===== config.mk =====
export PLATFORM = sky130hd
export DESIGN_NAME = ex_mem_stage
export DESIGN_NICKNAME = d
export VERILOG_FILES = /design/src/rtl/ex_mem_stage_pkg.sv /design/src/rtl/pipe_skid_reg.sv /design/src/rtl/ex_mem_stage.sv
export SDC_FILE = /design/constraint.sdc
export NUM_CORES = 1
export LEC_CHECK = 0
export CAP_MARGIN = 5
export CORE_MARGIN = 1
export CORE_UTILIZATION = 53
export CTS_CLUSTER_DIAMETER = 30
export CTS_CLUSTER_SIZE = 40
export DETAILED_ROUTE_END_ITERATION = 8
export PLACE_DENSITY = 0.81
export REMOVE_ABC_BUFFERS = 1
export SYNTH_ARGS = -nofsm -noshare
export SYNTH_HDL_FRONTEND = slang
export SYNTH_SLANG_ARGS = --single-unit
export TNS_END_PERCENT = 100

===== constraint.sdc =====
create_clock -name clk -period 1.95 [get_ports clk]
set_input_delay 0.4875 -clock clk [delete_from_list [all_inputs] [get_ports clk]]
set_output_delay 0.4875 -clock clk [all_outputs]
set_load 0.02 [all_outputs]

===== src/rtl/ex_mem_stage_pkg.sv =====
// Shared EX/MEM definitions: default widths, control bit positions and the
// packed bundle that travels through the stage's skid buffer.
package ex_mem_stage_pkg;

    localparam int DATA_W        = 32;
    localparam int REG_ADDR_W    = 5;
    localparam int CTL_W         = 4;

    localparam int CTL_REG_WRITE = 3;
    localparam int CTL_MEM_READ  = 2;
    localparam int CTL_MEM_WRITE = 1;
    localparam int CTL_BRANCH    = 0;

    typedef struct packed {
        logic [DATA_W-1:0]     result;
        logic [DATA_W-1:0]     store_data;
        logic [REG_ADDR_W-1:0] rd;
        logic [CTL_W-1:0]      ctl;
        logic                  zero;
        logic [DATA_W-1:0]     target;
    } ex_mem_bundle_t;

    localparam int BUNDLE_W = $bits(ex_mem_bundle_t);

    // Bundle width for non-default parameterisations, same field order as the struct.
    function automatic int bundle_width(input int data_w, input int reg_addr_w);
        return 3 * data_w + reg_addr_w + CTL_W + 1;
    endfunction

endpackage


===== src/rtl/pipe_skid_reg.sv =====
// Generic 2-entry skid buffer: head register drives the outputs, skid register
// absorbs one extra beat so in_ready can be a pure register.
module pipe_skid_reg #(
    parameter int W = 8
) (
    input  logic         clk,
    input  logic         reset,
    input  logic         flush,
    input  logic         in_valid,
    output logic         in_ready,
    input  logic [W-1:0] in_data,
    output logic         out_valid,
    input  logic         out_ready,
    output logic [W-1:0] out_data
);

    logic         head_valid_reg, head_valid_next;
    logic         skid_valid_reg, skid_valid_next;
    logic [W-1:0] head_data_reg, head_data_next;
    logic [W-1:0] skid_data_reg, skid_data_next;
    logic         in_ready_reg;
    logic         xfer_in;
    logic         xfer_out;

    assign xfer_in  = in_valid && in_ready_reg;
    assign xfer_out = head_valid_reg && out_ready;

    always_comb begin
        head_valid_next = head_valid_reg;
        skid_valid_next = skid_valid_reg;
        head_data_next  = head_data_reg;
        skid_data_next  = skid_data_reg;
        if (flush) begin
            head_valid_next = 1'b0;
            skid_valid_next = 1'b0;
        end else begin
            if (xfer_out) begin
                if (skid_valid_reg) begin
                    head_data_next  = skid_data_reg;
                    skid_valid_next = 1'b0;
                end else begin
                    head_valid_next = 1'b0;
                end
            end
            // in_ready is !skid_valid, so an accepted beat never races a skid->head move.
            if (xfer_in) begin
                if (!head_valid_reg || (xfer_out && !skid_valid_reg)) begin
                    head_data_next  = in_data;
                    head_valid_next = 1'b1;
                end else begin
                    skid_data_next  = in_data;
                    skid_valid_next = 1'b1;
                end
            end
        end
    end

    always_ff @(posedge clk) begin
        if (reset) begin
            head_valid_reg <= 1'b0;
            skid_valid_reg <= 1'b0;
            head_data_reg  <= '0;
            skid_data_reg  <= '0;
            in_ready_reg   <= 1'b1;
        end else begin
            head_valid_reg <= head_valid_next;
            skid_valid_reg <= skid_valid_next;
            head_data_reg  <= head_data_next;
            skid_data_reg  <= skid_data_next;
            in_ready_reg   <= !skid_valid_next;
        end
    end

    assign in_ready  = in_ready_reg;
    assign out_valid = head_valid_reg;
    assign out_data  = head_data_reg;

endmodule


===== src/rtl/ex_mem_stage.sv =====
// EX/MEM pipeline register built on a skid buffer; adds branch resolution and
// zeroes every head field while the head is empty.
module ex_mem_stage #(
    parameter int DATA_W     = ex_mem_stage_pkg::DATA_W,
    parameter int REG_ADDR_W = ex_mem_stage_pkg::REG_ADDR_W
) (
    input  logic                  clk,
    input  logic                  reset,
    input  logic                  flush,
    input  logic                  in_valid,
    output logic                  in_ready,
    input  logic [DATA_W-1:0]     alu_result,
    input  logic                  zero_flag,
    input  logic [DATA_W-1:0]     store_data,
    input  logic [REG_ADDR_W-1:0] rd_addr,
    input  logic [3:0]            ctl_in,
    input  logic [DATA_W-1:0]     branch_target,
    output logic                  out_valid,
    input  logic                  out_ready,
    output logic [DATA_W-1:0]     out_result,
    output logic [DATA_W-1:0]     out_store_data,
    output logic [REG_ADDR_W-1:0] out_rd,
    output logic [3:0]            out_ctl,
    output logic [DATA_W-1:0]     out_target,
    output logic                  branch_taken
);

    import ex_mem_stage_pkg::*;

    localparam int BW = bundle_width(DATA_W, REG_ADDR_W);

    logic [BW-1:0]         in_bundle;
    logic [BW-1:0]         head_bundle;
    logic [BW-1:0]         gated_bundle;
    logic                  head_valid;
    logic                  head_zero;

    assign in_bundle = {alu_result, store_data, rd_addr, ctl_in, zero_flag, branch_target};

    pipe_skid_reg #(
        .W(BW)
    ) u_skid (
        .clk      (clk),
        .reset    (reset),
        .flush    (flush),
        .in_valid (in_valid),
        .in_ready (in_ready),
        .in_data  (in_bundle),
        .out_valid(head_valid),
        .out_ready(out_ready),
        .out_data (head_bundle)
    );

    // Stale data may linger in the head after a flush; mask it bit by bit.
    generate
        for (genvar gi = 0; gi < BW; gi++) begin : g_gate
            assign gated_bundle[gi] = head_bundle[gi] & head_valid;
        end
    endgenerate

    assign {out_result, out_store_data, out_rd, out_ctl, head_zero, out_target} = gated_bundle;

    assign out_valid    = head_valid;
    assign branch_taken = out_ctl[CTL_BRANCH] & head_zero;

endmodule


* After elaboration in Yosys (flattened, before gate mapping)
Index checks and enable logic that the tools add are counted.
** Storage, ports and cells
- Register bits after elaboration :: 215
- Output and inout port bits :: 108
- Logic and storage cells :: 135
- Input bits :: 111
** Operators by class
- Reductions and logical operators :: 9
- Bitwise operators :: 109
- Mux-type cells :: 12
** Operators with widths (count)
- 106-bit 2-to-1 mux :: 4
- 1-bit bitwise AND :: 107
- 1-bit 2-to-1 mux :: 8
- 1-bit logical AND :: 3
- 1-bit zero test :: 3
- 3-bit AND reduction :: 1
- 1-bit NOT :: 2
- 2-bit OR reduction :: 1
- 1-bit logical OR :: 1

* Longest topological paths before layout
- Depth after elaboration :: 7
- Depth in mapped cells :: 7
- Gate-level depth less buffers :: 3

* Modules after synthesis
Synthesis repeated with hierarchy kept, for this count alone.
** Second synthesis, totals
- Cells, all modules :: 1399
- Area, all modules :: 11641.2 um2
** By module, submodules not included
- pipe_skid_reg :: area an instance 10891.7 um2, instances 1, cells each 1282
- ex_mem_stage :: area an instance 749.5 um2, instances 1, cells each 117

* Worst setup path after synthesis
No wires, ideal clock.
- Path type :: reg2out
- Start point :: reg u_skid.head_valid_reg, in the netlist u_skid.out_valid
- End point :: out out_ctl[0]
- Cell stages (with the launch flop) :: 5
- Slack :: 0.005 ns
- Path buffers :: 3
- Arrival time :: 1.457 ns
- Required time :: 1.462 ns
- Cells stage by stage :: dfxtp_1 > buf_2 > clkbuf_1 > clkbuf_1 > and2_1
** On the way
- Cells in the longest elaborated chain, start to end :: 1
** Ends and longest elaborated chain
- start, declared :: RTL line pipe_skid_reg.sv:17 : logic head_valid_reg, head_valid_next;
- start signal, assigned :: RTL line pipe_skid_reg.sv:66 : head_valid_reg <= head_valid_next;
- 1-bit bitwise AND :: RTL line ex_mem_stage.sv:57 : assign gated_bundle[gi] = head_bundle[gi] & head_valid;
- end, declared :: RTL line ex_mem_stage.sv:23 : output logic [3:0] out_ctl,
Every way passes these cells.

* Final worst setup path
- Start point :: reg u_skid.head_valid_reg, in the netlist u_skid.out_valid
- End point :: out out_target[21]
** On the way
- Cells in the longest elaborated chain, start to end :: 1
** Ends and longest elaborated chain
- 1-bit bitwise AND :: RTL line ex_mem_stage.sv:57
- end, declared :: RTL line ex_mem_stage.sv:24 : output logic [DATA_W-1:0] out_target,
Every way passes these cells.

==> metrics.txt <==
Die Wd 151 um; CP endpoint kind primary output; CP Class flip-flop to primary output; Routed wire per std cell ~22 um; IO Pins 219; Top delay family on crit path buffers and inverters; Clock Latency Late Sink 0.54 ns; DRC 0; fraction of layout cells with a size suffix above 1 0.220; CTS buffer count 47; vias in the first global route ~12k; startpoint types flip-flop; Slew headroom 0.435; Slew @ Worst Pin 0.846 ns; most numerous cell in the Yosys netlist dfxtp_1; Util after Layout 0.755; total core area 21800 sq um; total gr overflow 0; root buf cell clkbuf_16; skew final 0.0194 ns; status finished, violations left; drt pass-1 iters 6; RR Endpoint u_skid.out_data[26]; top cell type's share of synthesized area 0.367; Slowest-stage cell, CP dfxtp_4; fillers 1518; Yosys cell types 28; area post-placement ~14000 sq um; reg2reg path depth 7; final instance area 16400 sq um; Final Max Tran Viols 0; Final Power roughly 15 mW; post-route minimum period 2.06 ns; initial antenna violation count 4; f_max 0.485 GHz; largest net degree at the start of global routing between 100 and 150; Peak VDD IR ~0.00061 V; grt met2 use 0.545; final WL 41.2 mm; Max-Cap Viols 0; Hold-fix buffers, CTS 0; CTS H-Tree Depth 2; P per Cell Area approximately 910 nW/um^2; hold crit path type flip-flop to flip-flop; setup violators final ~100; Pleak about 5.7 nW; Die Y approximately 150 um; Crit Path Max Fanout 6; Bufs and invs on worst path 4; Synth top cells by count 215 x dfxtp_1, 117 x clkbuf_1, 109 x a21oi_1; gpl congestion 0.792; largest area contributor in the netlist dfxtp_1; num rows 54; worst path cell trace buf_6, buf_6, clkbuf_16, and2_4, buf_6; leading post-synthesis cells by cell area dfxtp_1 37%, o221ai_1 7.9%, o2111ai_1 7.8%, o31ai_1 6.8%, a22oi_1 6.7%; GRT Total Usage 0.340; CP Depth 5; Avg Cell Area, Syn 8.39 sq um; Mapped Cells 1400; Synth Flop Type dfxtp_1; global-route wire length before repair around 63 mm; GRT met3 Usage 0.0630; final worst-path cycle share 1.06; Most Frequent Cell on Critical Path buf_6; Vias between 10k and 15k; DR vias/cell 6.91; Reg clk slew, reported paths 0.05 ns; Worst Setup EP out_target[21]; Final Hold Fails 0; met1 GRT Util 0.440; post-synthesis register bit count 215; Syn-to-layout area delta 39.8%; failing checks setup timing; PortBufs 218; sequential-to-total area share from yosys stat 0.367; synth warn 0; min-delay src u_skid.skid_data_reg[87]; Critical Path RT 1.46 ns; worst reg2reg startpoint u_skid.out_valid; CTS tree done; maximum clock insertion buffer count 3; ANT nets after route 0; Critical path origin u_skid.out_valid; data arrival time of the critical path 1.57 ns; GRT busiest layer met2; die area roughly 23000 sq um; clock sink count 215; post-synthesis cell area 11700 sq um; Worst path max stage delay 0.36 ns; DRT iter0 DRCs around 1.4k; RSZ-0062 raised after global routing yes; Post-synth EDFFs 0; setup ws final -0.112 ns; Final #Nets 1673; Initial Util 0.540; DP Wirelength 22.1 mm; r2r setup slk 0.09 ns; Post-synth ARST share 0
stage by stage:
step	setup WS (ns)	hold WS (ns)	instances	TNS (ns)
finish	-0.112	0.462	1884	-4.54
global route	-0.124	0.472	1883	-6.81
CTS	-0.226	0.460	1867	-11.04
detailed placement	-0.235	0.455	1770	-22.41
global placement	-0.171	0.448	1770	-15.36
floorplan	-6.15	0.438	1189	-1551.62
final cells by class:
class                           count  area [sq um]  area share
Inverter                            1          8.76    0.000534
Multi-Input combinational cell    973          6650       0.405
Sequential cell                   215          4310       0.262
Clock buffer                       60          1340      0.0816
Antenna cell                        3          7.51    0.000457
Timing Repair Buffer              324          3380       0.206
Clock inverter                     28           369      0.0225
Tap cell                          280           350      0.0213
worst min-delay path by stage:
stage / slack, ns / to / cells past startpoint
global route: 0.47 / u_skid.skid_data_reg[33] / 2
global placement: 0.45 / u_skid.skid_data_reg[3] / 2
CTS: 0.46 / u_skid.skid_data_reg[70] / 2
detailed placement: 0.45 / u_skid.skid_data_reg[70] / 2
floorplan: 0.44 / u_skid.skid_data_reg[0] / 2
finish: 0.46 / u_skid.skid_data_reg[87] / 2
layout by cell type (no fill, tap or decap), types with 64 or more instances in the layout:
master	instances
dfxtp_1	214
a21oi_1	109
clkdlybuf4s50_1	108
nand2_1	107
o221ai_1	106
nor2b_1	106
nand4_1	106
o31ai_1	106
a22oi_1	105
o2111ai_1	105
buf_4	105
and2_1	64
per-layer routing:
layer  vias to the layer above  part of all wire
met1                      6222              0.39
met5                         -           0.00022
met3                       124              0.11
met4                         2             0.034
li1                       5797                 -
met2                       874              0.47
worst reg2reg max path: cells and delay by family (launching register included):
kind | cells | cell delay, ns
flops | 1 | 0.37
compound gates | 2 | 0.46
buf+inv | 5 | 0.87
cell families after synthesis:
kind of cell    Yosys count  synth area share
compound gates          536             0.343
simple gates            437             0.210
flops                   215             0.367
buf+inv                 212            0.0806
power by group:
part / leakage [nW] / internal [mW] / switching, mW
clock network: 0.841 / 5.89 / 2.61
registers: 1.75 / 4.58 / 0.130
logic: 3.09 / 0.714 / 0.995
total: 5.68 / 11.2 / 3.74
repair_timing:
action / 4_1_cts / 5_1_grt
resized for setup: 437 / 165
hold endpoints to repair: 0 / 0
cloned: 3 / 7
pin swaps: 4 / 10
buffers inserted: 6 / 10
endpoints found under the setup margin: 108 / 226
No activity file was read; power rests on OpenSTA's default activity.
